==> src/rtl/nco_seq_ctrl_if.sv <==
// Command handshake between the pulse/instruction decoder and nco_seq_ctrl.
// The master offers {op, data}; the slave accepts on valid && ready.
interface nco_seq_ctrl_if #(
    parameter int unsigned N = 22
);
    logic         cmd_valid;
    logic         cmd_ready;
    logic [1:0]   cmd_op;
    logic [N-1:0] cmd_data;

    modport master (
        output cmd_valid,
        output cmd_op,
        output cmd_data,
        input  cmd_ready
    );

    modport slave (
        input  cmd_valid,
        input  cmd_op,
        input  cmd_data,
        output cmd_ready
    );
endinterface

==> src/rtl/nco_seq_ctrl.sv <==
// Buffers SET_FTW / VZ / RUN / WAIT commands and expands each into the NCO's
// write-enable and mode pattern, keeping z_corr at zero whenever phase free-runs.
module nco_seq_ctrl #(
    parameter int unsigned N            = 22,
    parameter int unsigned Z_CORR_WIDTH = 12,
    parameter int unsigned CNT_WIDTH    = 16,
    parameter int unsigned FIFO_DEPTH   = 4
) (
    input  logic                    clk,
    input  logic                    rst,
    nco_seq_ctrl_if.slave           cmd,
    input  logic                    flush,
    output logic                    ftw_wr_en,
    output logic [N-1:0]            ftw_out,
    output logic                    z_corr_wr_en,
    output logic [Z_CORR_WIDTH-1:0] z_corr_out,
    output logic                    phase_wr_en,
    output logic                    z_corr_mode,
    output logic                    busy,
    output logic                    done
);

    localparam int unsigned AW = $clog2(FIFO_DEPTH);

    localparam logic [1:0] OpSetFtw = 2'd0;
    localparam logic [1:0] OpVz     = 2'd1;
    localparam logic [1:0] OpRun    = 2'd2;

    typedef enum logic [2:0] {
        StIdle,
        StFtw,
        StVzLoad,
        StVzApply,
        StVzClear,
        StRun,
        StWait
    } state_e;

    state_e               state_q, state_d;
    logic [N-1:0]         data_q, data_d;
    logic [CNT_WIDTH-1:0] cnt_q, cnt_d;

    logic [1:0]   op_mem   [FIFO_DEPTH];
    logic [N-1:0] data_mem [FIFO_DEPTH];
    logic [AW:0]  wr_ptr_q, rd_ptr_q;
    logic         empty, full, push, pop;
    logic [1:0]   head_op;
    logic [N-1:0] head_data;

    // Extra pointer bit distinguishes full from empty.
    assign empty     = (wr_ptr_q == rd_ptr_q);
    assign full      = (wr_ptr_q[AW] != rd_ptr_q[AW]) &&
                       (wr_ptr_q[AW-1:0] == rd_ptr_q[AW-1:0]);
    assign head_op   = op_mem[rd_ptr_q[AW-1:0]];
    assign head_data = data_mem[rd_ptr_q[AW-1:0]];

    assign cmd.cmd_ready = rst & ~full;
    assign push          = cmd.cmd_valid & cmd.cmd_ready & ~flush;

    always_ff @(posedge clk or negedge rst) begin
        if (!rst) begin
            wr_ptr_q <= '0;
            rd_ptr_q <= '0;
        end else if (flush) begin
            rd_ptr_q <= wr_ptr_q;
        end else begin
            if (push) wr_ptr_q <= wr_ptr_q + 1'b1;
            if (pop)  rd_ptr_q <= rd_ptr_q + 1'b1;
        end
    end

    always_ff @(posedge clk) begin
        if (push) begin
            op_mem[wr_ptr_q[AW-1:0]]   <= cmd.cmd_op;
            data_mem[wr_ptr_q[AW-1:0]] <= cmd.cmd_data;
        end
    end

    always_ff @(posedge clk or negedge rst) begin
        if (!rst) begin
            state_q <= StIdle;
            data_q  <= '0;
            cnt_q   <= '0;
        end else begin
            state_q <= state_d;
            data_q  <= data_d;
            cnt_q   <= cnt_d;
        end
    end

    always_comb begin
        state_d = state_q;
        data_d  = data_q;
        cnt_d   = cnt_q;
        pop     = 1'b0;
        unique case (state_q)
            StIdle: begin
                if (!flush && !empty) begin
                    pop    = 1'b1;
                    data_d = head_data;
                    cnt_d  = head_data[CNT_WIDTH-1:0];
                    unique case (head_op)
                        OpSetFtw: state_d = StFtw;
                        OpVz:     state_d = StVzLoad;
                        OpRun:    state_d = StRun;
                        default:  state_d = StWait;
                    endcase
                end
            end
            StFtw:     state_d = StIdle;
            // A flush mid-VZ still has to clear z_corr before going idle.
            StVzLoad:  state_d = flush ? StVzClear : StVzApply;
            StVzApply: state_d = StVzClear;
            StVzClear: state_d = StIdle;
            StRun, StWait: begin
                if (cnt_q != '0) cnt_d = cnt_q - CNT_WIDTH'(1);
                if (flush || cnt_q <= CNT_WIDTH'(1)) state_d = StIdle;
            end
            default:   state_d = StIdle;
        endcase
    end

    assign ftw_out = data_q;
    assign busy    = (state_q != StIdle) || !empty;

    always_comb begin
        ftw_wr_en    = 1'b0;
        z_corr_wr_en = 1'b0;
        z_corr_out   = '0;
        phase_wr_en  = 1'b0;
        z_corr_mode  = 1'b0;
        done         = 1'b0;
        unique case (state_q)
            StFtw: begin
                ftw_wr_en = 1'b1;
                done      = 1'b1;
            end
            StVzLoad: begin
                z_corr_wr_en = 1'b1;
                z_corr_out   = data_q[Z_CORR_WIDTH-1:0];
            end
            StVzApply: begin
                z_corr_mode = 1'b1;
                phase_wr_en = 1'b1;
            end
            StVzClear: begin
                z_corr_wr_en = 1'b1;
                done         = 1'b1;
            end
            StRun: begin
                phase_wr_en = (cnt_q != '0);
                done        = (cnt_q <= CNT_WIDTH'(1));
            end
            StWait: done = (cnt_q <= CNT_WIDTH'(1));
            default: ;
        endcase
    end

endmodule

==> src/flat_wrapper.sv <==
// flat-port wrapper written by rule: the top's interface ports become plain ports
module nco_seq_ctrl_flat 
#(
    parameter int unsigned N            = 22,
    parameter int unsigned Z_CORR_WIDTH = 12,
    parameter int unsigned CNT_WIDTH    = 16,
    parameter int unsigned FIFO_DEPTH   = 4
)
  (clk, rst, flush, ftw_wr_en, ftw_out, z_corr_wr_en, z_corr_out, phase_wr_en, z_corr_mode, busy, done, cmd_cmd_valid, cmd_cmd_op, cmd_cmd_data, cmd_cmd_ready);
  nco_seq_ctrl_if #(.N(N)) cmd_i ();
  input  logic clk;
  input  logic rst;
  input  logic flush;
  output logic ftw_wr_en;
  output logic [N-1:0] ftw_out;
  output logic z_corr_wr_en;
  output logic [Z_CORR_WIDTH-1:0] z_corr_out;
  output logic phase_wr_en;
  output logic z_corr_mode;
  output logic busy;
  output logic done;
  input wire logic [$bits(cmd_i.cmd_valid)-1:0] cmd_cmd_valid;
  input wire logic [$bits(cmd_i.cmd_op)-1:0] cmd_cmd_op;
  input wire logic [$bits(cmd_i.cmd_data)-1:0] cmd_cmd_data;
  output wire logic [$bits(cmd_i.cmd_ready)-1:0] cmd_cmd_ready;
  assign cmd_i.cmd_valid = cmd_cmd_valid;
  assign cmd_i.cmd_op = cmd_cmd_op;
  assign cmd_i.cmd_data = cmd_cmd_data;
  assign cmd_cmd_ready = cmd_i.cmd_ready;
  nco_seq_ctrl #(.N(N), .Z_CORR_WIDTH(Z_CORR_WIDTH), .CNT_WIDTH(CNT_WIDTH), .FIFO_DEPTH(FIFO_DEPTH)) u_core (.clk(clk), .rst(rst), .cmd(cmd_i), .flush(flush), .ftw_wr_en(ftw_wr_en), .ftw_out(ftw_out), .z_corr_wr_en(z_corr_wr_en), .z_corr_out(z_corr_out), .phase_wr_en(phase_wr_en), .z_corr_mode(z_corr_mode), .busy(busy), .done(done));
endmodule
==> config.mk <==
export PLATFORM = sky130hd
export DESIGN_NAME = nco_seq_ctrl_flat
export DESIGN_NICKNAME = d
export VERILOG_FILES = /design/src/rtl/nco_seq_ctrl_if.sv /design/src/rtl/nco_seq_ctrl.sv /design/src/flat_wrapper.sv
export SDC_FILE = /design/constraint.sdc
export NUM_CORES = 1
export LEC_CHECK = 0
export CAP_MARGIN = 20
export CORE_AREA = 2 2 106 97
export CTS_BUF_LIST = sky130_fd_sc_hd__clkbuf_4
export DETAILED_ROUTE_END_ITERATION = 8
export DIE_AREA = 0 0 108 99
export DONT_BUFFER_PORTS = 1
export PLACE_DENSITY = 0.8
export SETUP_SLACK_MARGIN = 0.1
export SLEW_MARGIN = 20
export SYNTH_ARGS = -nofsm -noshare
export SYNTH_HDL_FRONTEND = slang
export SYNTH_SLANG_ARGS = --single-unit
==> constraint.sdc <==
create_clock -name clk -period 5.8 [get_ports clk]
set_input_delay 0.29 -clock clk [delete_from_list [all_inputs] [get_ports clk]]
set_output_delay 0.29 -clock clk [all_outputs]
set_load 0.02 [all_outputs]
==> results.sh <==
export IMPL_outcome="finished clean"
export IMPL_die_area_sq_mm=0.0107
export IMPL_finalCritPeriodShare_pct=51.8
export IMPL_synthMuxAreaShare_pct=8.85
export IMPL_synthSimpleGateAreaFrac_pct=12.2
export IMPL_p_clk_share_pct=18.8
export IMPL_worstPathArrival_ns=3.22
export IMPL_combPwrFrac_pct=32.6
export IMPL_slew_headroom_pct=40.6
export IMPL_drv_slew=0
export IMPL_start_util_pct=63.8
export IMPL_firstDrtPassIters=5
export IMPL_max_freq_mhz=333
export IMPL_critPathKind="flip-flop to flip-flop"
export IMPL_ys_warn_count=0
export IMPL_drt_first_iter_violations=375
export IMPL_hold_violations=0
export IMPL_internal_power_w=0.00199
export IMPL_drt_antenna_violating_nets=0
export IMPL_grt_overflow=0
export IMPL_leakage_nw=2.52
export IMPL_core_area_sq_mm=0.00957
export IMPL_antenna_found_initial=0
export IMPL_track_usage_pct=24.2
export IMPL_drc_errors=0
export IMPL_synth_xor_area_share_pct=1.68
export IMPL_place_hpwl_um=7770
export IMPL_crit_path_start_kind="flip-flop"
export IMPL_numCtsBuffers=17
export IMPL_fin_ws_ns=2.80
export IMPL_io_buffers=0
export IMPL_hp_class="input pin to flip-flop"
export IMPL_grt_max_degree=48
export IMPL_yosysUniqueCellTypes=53
export IMPL_final_common_cell="edfxtp_1"
export IMPL_wl_per_cell_um=19.9
export IMPL_vias_per_cell=6.16
export IMPL_cts_htree_levels=4
export IMPL_synth_compound_area_share_pct=6.86
export IMPL_grt_pass1_vias=3628
export IMPL_ys_seq_area_share_pct=66.4
export IMPL_fin_skew_ns=0.0273
export IMPL_clk_latency_ns=0.53
export IMPL_maxCapViolations=0
export IMPL_synth_top_family_by_area="simple AND/OR/NAND/NOR gates"
export IMPL_synth_top_cell_area_share_pct=47.2
export IMPL_syn_avg_cell_area_sq_um=14.3
export IMPL_num_rows=34
export IMPL_nets=491
export IMPL_synth_edf_count=96
export IMPL_cp_required_ns=6.02
export IMPL_clock_root_buffer="clkbuf_4"
export IMPL_syn_inst=427
export IMPL_synth_ff_type="edfxtp_1"
export IMPL_fillers=610
export IMPL_ios=69
export IMPL_place_congestion=0.863
export IMPL_cts_tree="built"
export IMPL_vias=3657
export IMPL_seqPwrFrac_pct=48.6
export IMPL_switching_share_pct=41.4
export IMPL_die_h_um=99
export IMPL_synth_area_leaders="edfxtp_1 (47%), dfrtp_1 (19%), mux4_2 (8.8%)"
export IMPL_syn_nets=463
export IMPL_n_antenna_cell=0
export IMPL_synth_seq_cells=143
export IMPL_ir_drop_uv=337
export IMPL_cts_sinks=143
export IMPL_synthArstFlopShare_pct=32.9
export IMPL_end_kind="flip-flop"
export IMPL_die_w_um=108
export IMPL_clk_pin_slew_ns=0.14
export IMPL_fin_tns_setup_ns=0
export IMPL_period_minus_slack_ns=3.00
export IMPL_rsz0062_at_grt="false"
export IMPL_cp_max_fo=27
export IMPL_finalSetupViolations=0
export IMPL_layout_common_cells="edfxtp_1 (96), nand2_1 (76), dfrtp_1 (46), dlygate4sd3_1 (26), mux4_2 (24)"
export IMPL_cts_buffer_depth=2
export IMPL_power_density_mw_per_mm2=501
export IMPL_final_util_pct=70.7
export IMPL_wirelength_um=11800
export IMPL_synth_fa_ha_area_share_pct=1.64
export IMPL_syn_to_final_growth_pct=10.8
export IMPL_syn_area_sq_mm=0.00611
export IMPL_grt_pass1_wl_um=19100
export IMPL_drive_gt1_share_pct=16.2
export IMPL_place_ws_ns=2.56
export IMPL_p_switching_w=0.00140
export IMPL_postCtsSetupBuffers=0
export IMPL_yosys_area_top_type="edfxtp_1"
export IMPL_tightestPinTransition_ns=0.890
[power groups by stage]
stage / registers, W / logic (W) / clock network (W)
after global routing: 0.00169 / 0.00122 / 0.000695
after global placement: 0.00166 / 0.00102 / 0
after detailed placement: 0.00167 / 0.00107 / 0
after CTS: 0.00165 / 0.00110 / 0.000648
final: 0.00165 / 0.00110 / 0.000637
after floorplan: 0.00155 / 0.000956 / 0
[state kept, by name, indices dropped and copies added, names as in the netlist]
| register | cells |
|---|---|
| u_core.ftw_out | 22 |
| u_core.wr_ptr_q | 3 |
| u_core.state_q | 3 |
| u_core.rd_ptr_q | 3 |
| u_core.data_mem | 88 |
| u_core.op_mem | 8 |
| u_core.cnt_q | 16 |
[cell families (layout without fill, tap and decap cells)]
kind of cell | count (synthesis) | in the layout
compound gates | 62 | 62
xor+xnor | 10 | 10
fa+ha+maj | 8 | 8
buf+inv | 29 | 70
mux | 24 | 24
simple gates | 151 | 151
flops | 143 | 143
[what timing repair did]
item | CTS | global route
resized for setup | 0 | 0
hold endpoints to repair | 150 | 0
hold buffers | 27 | 0
[area by class of cell]
type | instances | area [sq um] | area share (%)
flip-flops and latches | 143 | 4060 | 60.0
repair buffers | 30 | 310 | 4.58
clock inverters | 15 | 169 | 2.50
well taps | 126 | 158 | 2.33
inverters | 8 | 30.0 | 0.444
multi-input cells | 255 | 1910 | 28.3
clock buffers | 17 | 128 | 1.89
[synth_stat cells, types with 2 or more instances]
cell type and n:
edfxtp_1 96, nand2_1 76, dfrtp_1 47, mux4_2 24
a21oi_1 20, nor2_1 20, and3_1 15, o21ai_0 13
and2_1 10, buf_2 8, clkbuf_1 8, ha_1 8
inv_1 8, nor3_1 6, xor2_1 5, nand2b_1 4
nand3_1 4, a311oi_1 3, nand4_1 3, o32ai_1 3
xnor2_1 3, a211oi_1 2, a21o_1 2, a31oi_1 2
buf_4 2, buf_6 2, nor3b_1 2, nor4_1 2
nor4_4 2, o22ai_1 2, or4_1 2, xor2_2 2
[layer usage]
layer	GRT usage, %	wire length, um
met1	32.7	4840
met2	38.8	6000
met3	7.28	818
met4	7.10	177
met5	0	0
[worst max-delay path, stage by stage, from the launching register on]
cell and delay, ns:
dfrtp_2 0.98, xor2_2 0.32, nor3_1 0.11, and4bb_2 0.39
and2_1 0.55, buf_4 0.34
[final timing paths]
kind / start / end / slack [ns] / depth (start not counted)
min in group asynchronous: rst / u_core.ftw_out[7] / 0.29 / 2
hold / removal: flush / u_core.state_q[2] / 0.05 / 3
max in group asynchronous: rst / u_core.ftw_out[15] / 5.28 / 2
setup / recovery: u_core.rd_ptr_q[0] / u_core.data_mem[3][15] / 2.80 / 5
setup reg to reg: u_core.rd_ptr_q[0] / u_core.data_mem[3][15] / 2.80 / 5
hold reg to reg: u_core.cnt_q[13] / u_core.cnt_q[13] / 0.55 / 1
[stage by stage]
stage                     cells  hold WS (ns)  area (sq um)  total power [W]
after global routing        594        0.0253          6770          0.00360
after detailed placement    535      -0.00364          6180          0.00274
after floorplan             427      -0.00559          6110          0.00250
after global placement      535      -0.00327          6180          0.00268
final                       594        0.0489          6770          0.00339
after CTS                   594        0.0196          6770          0.00340
Note: power is estimated with default switching activity, not from simulation.
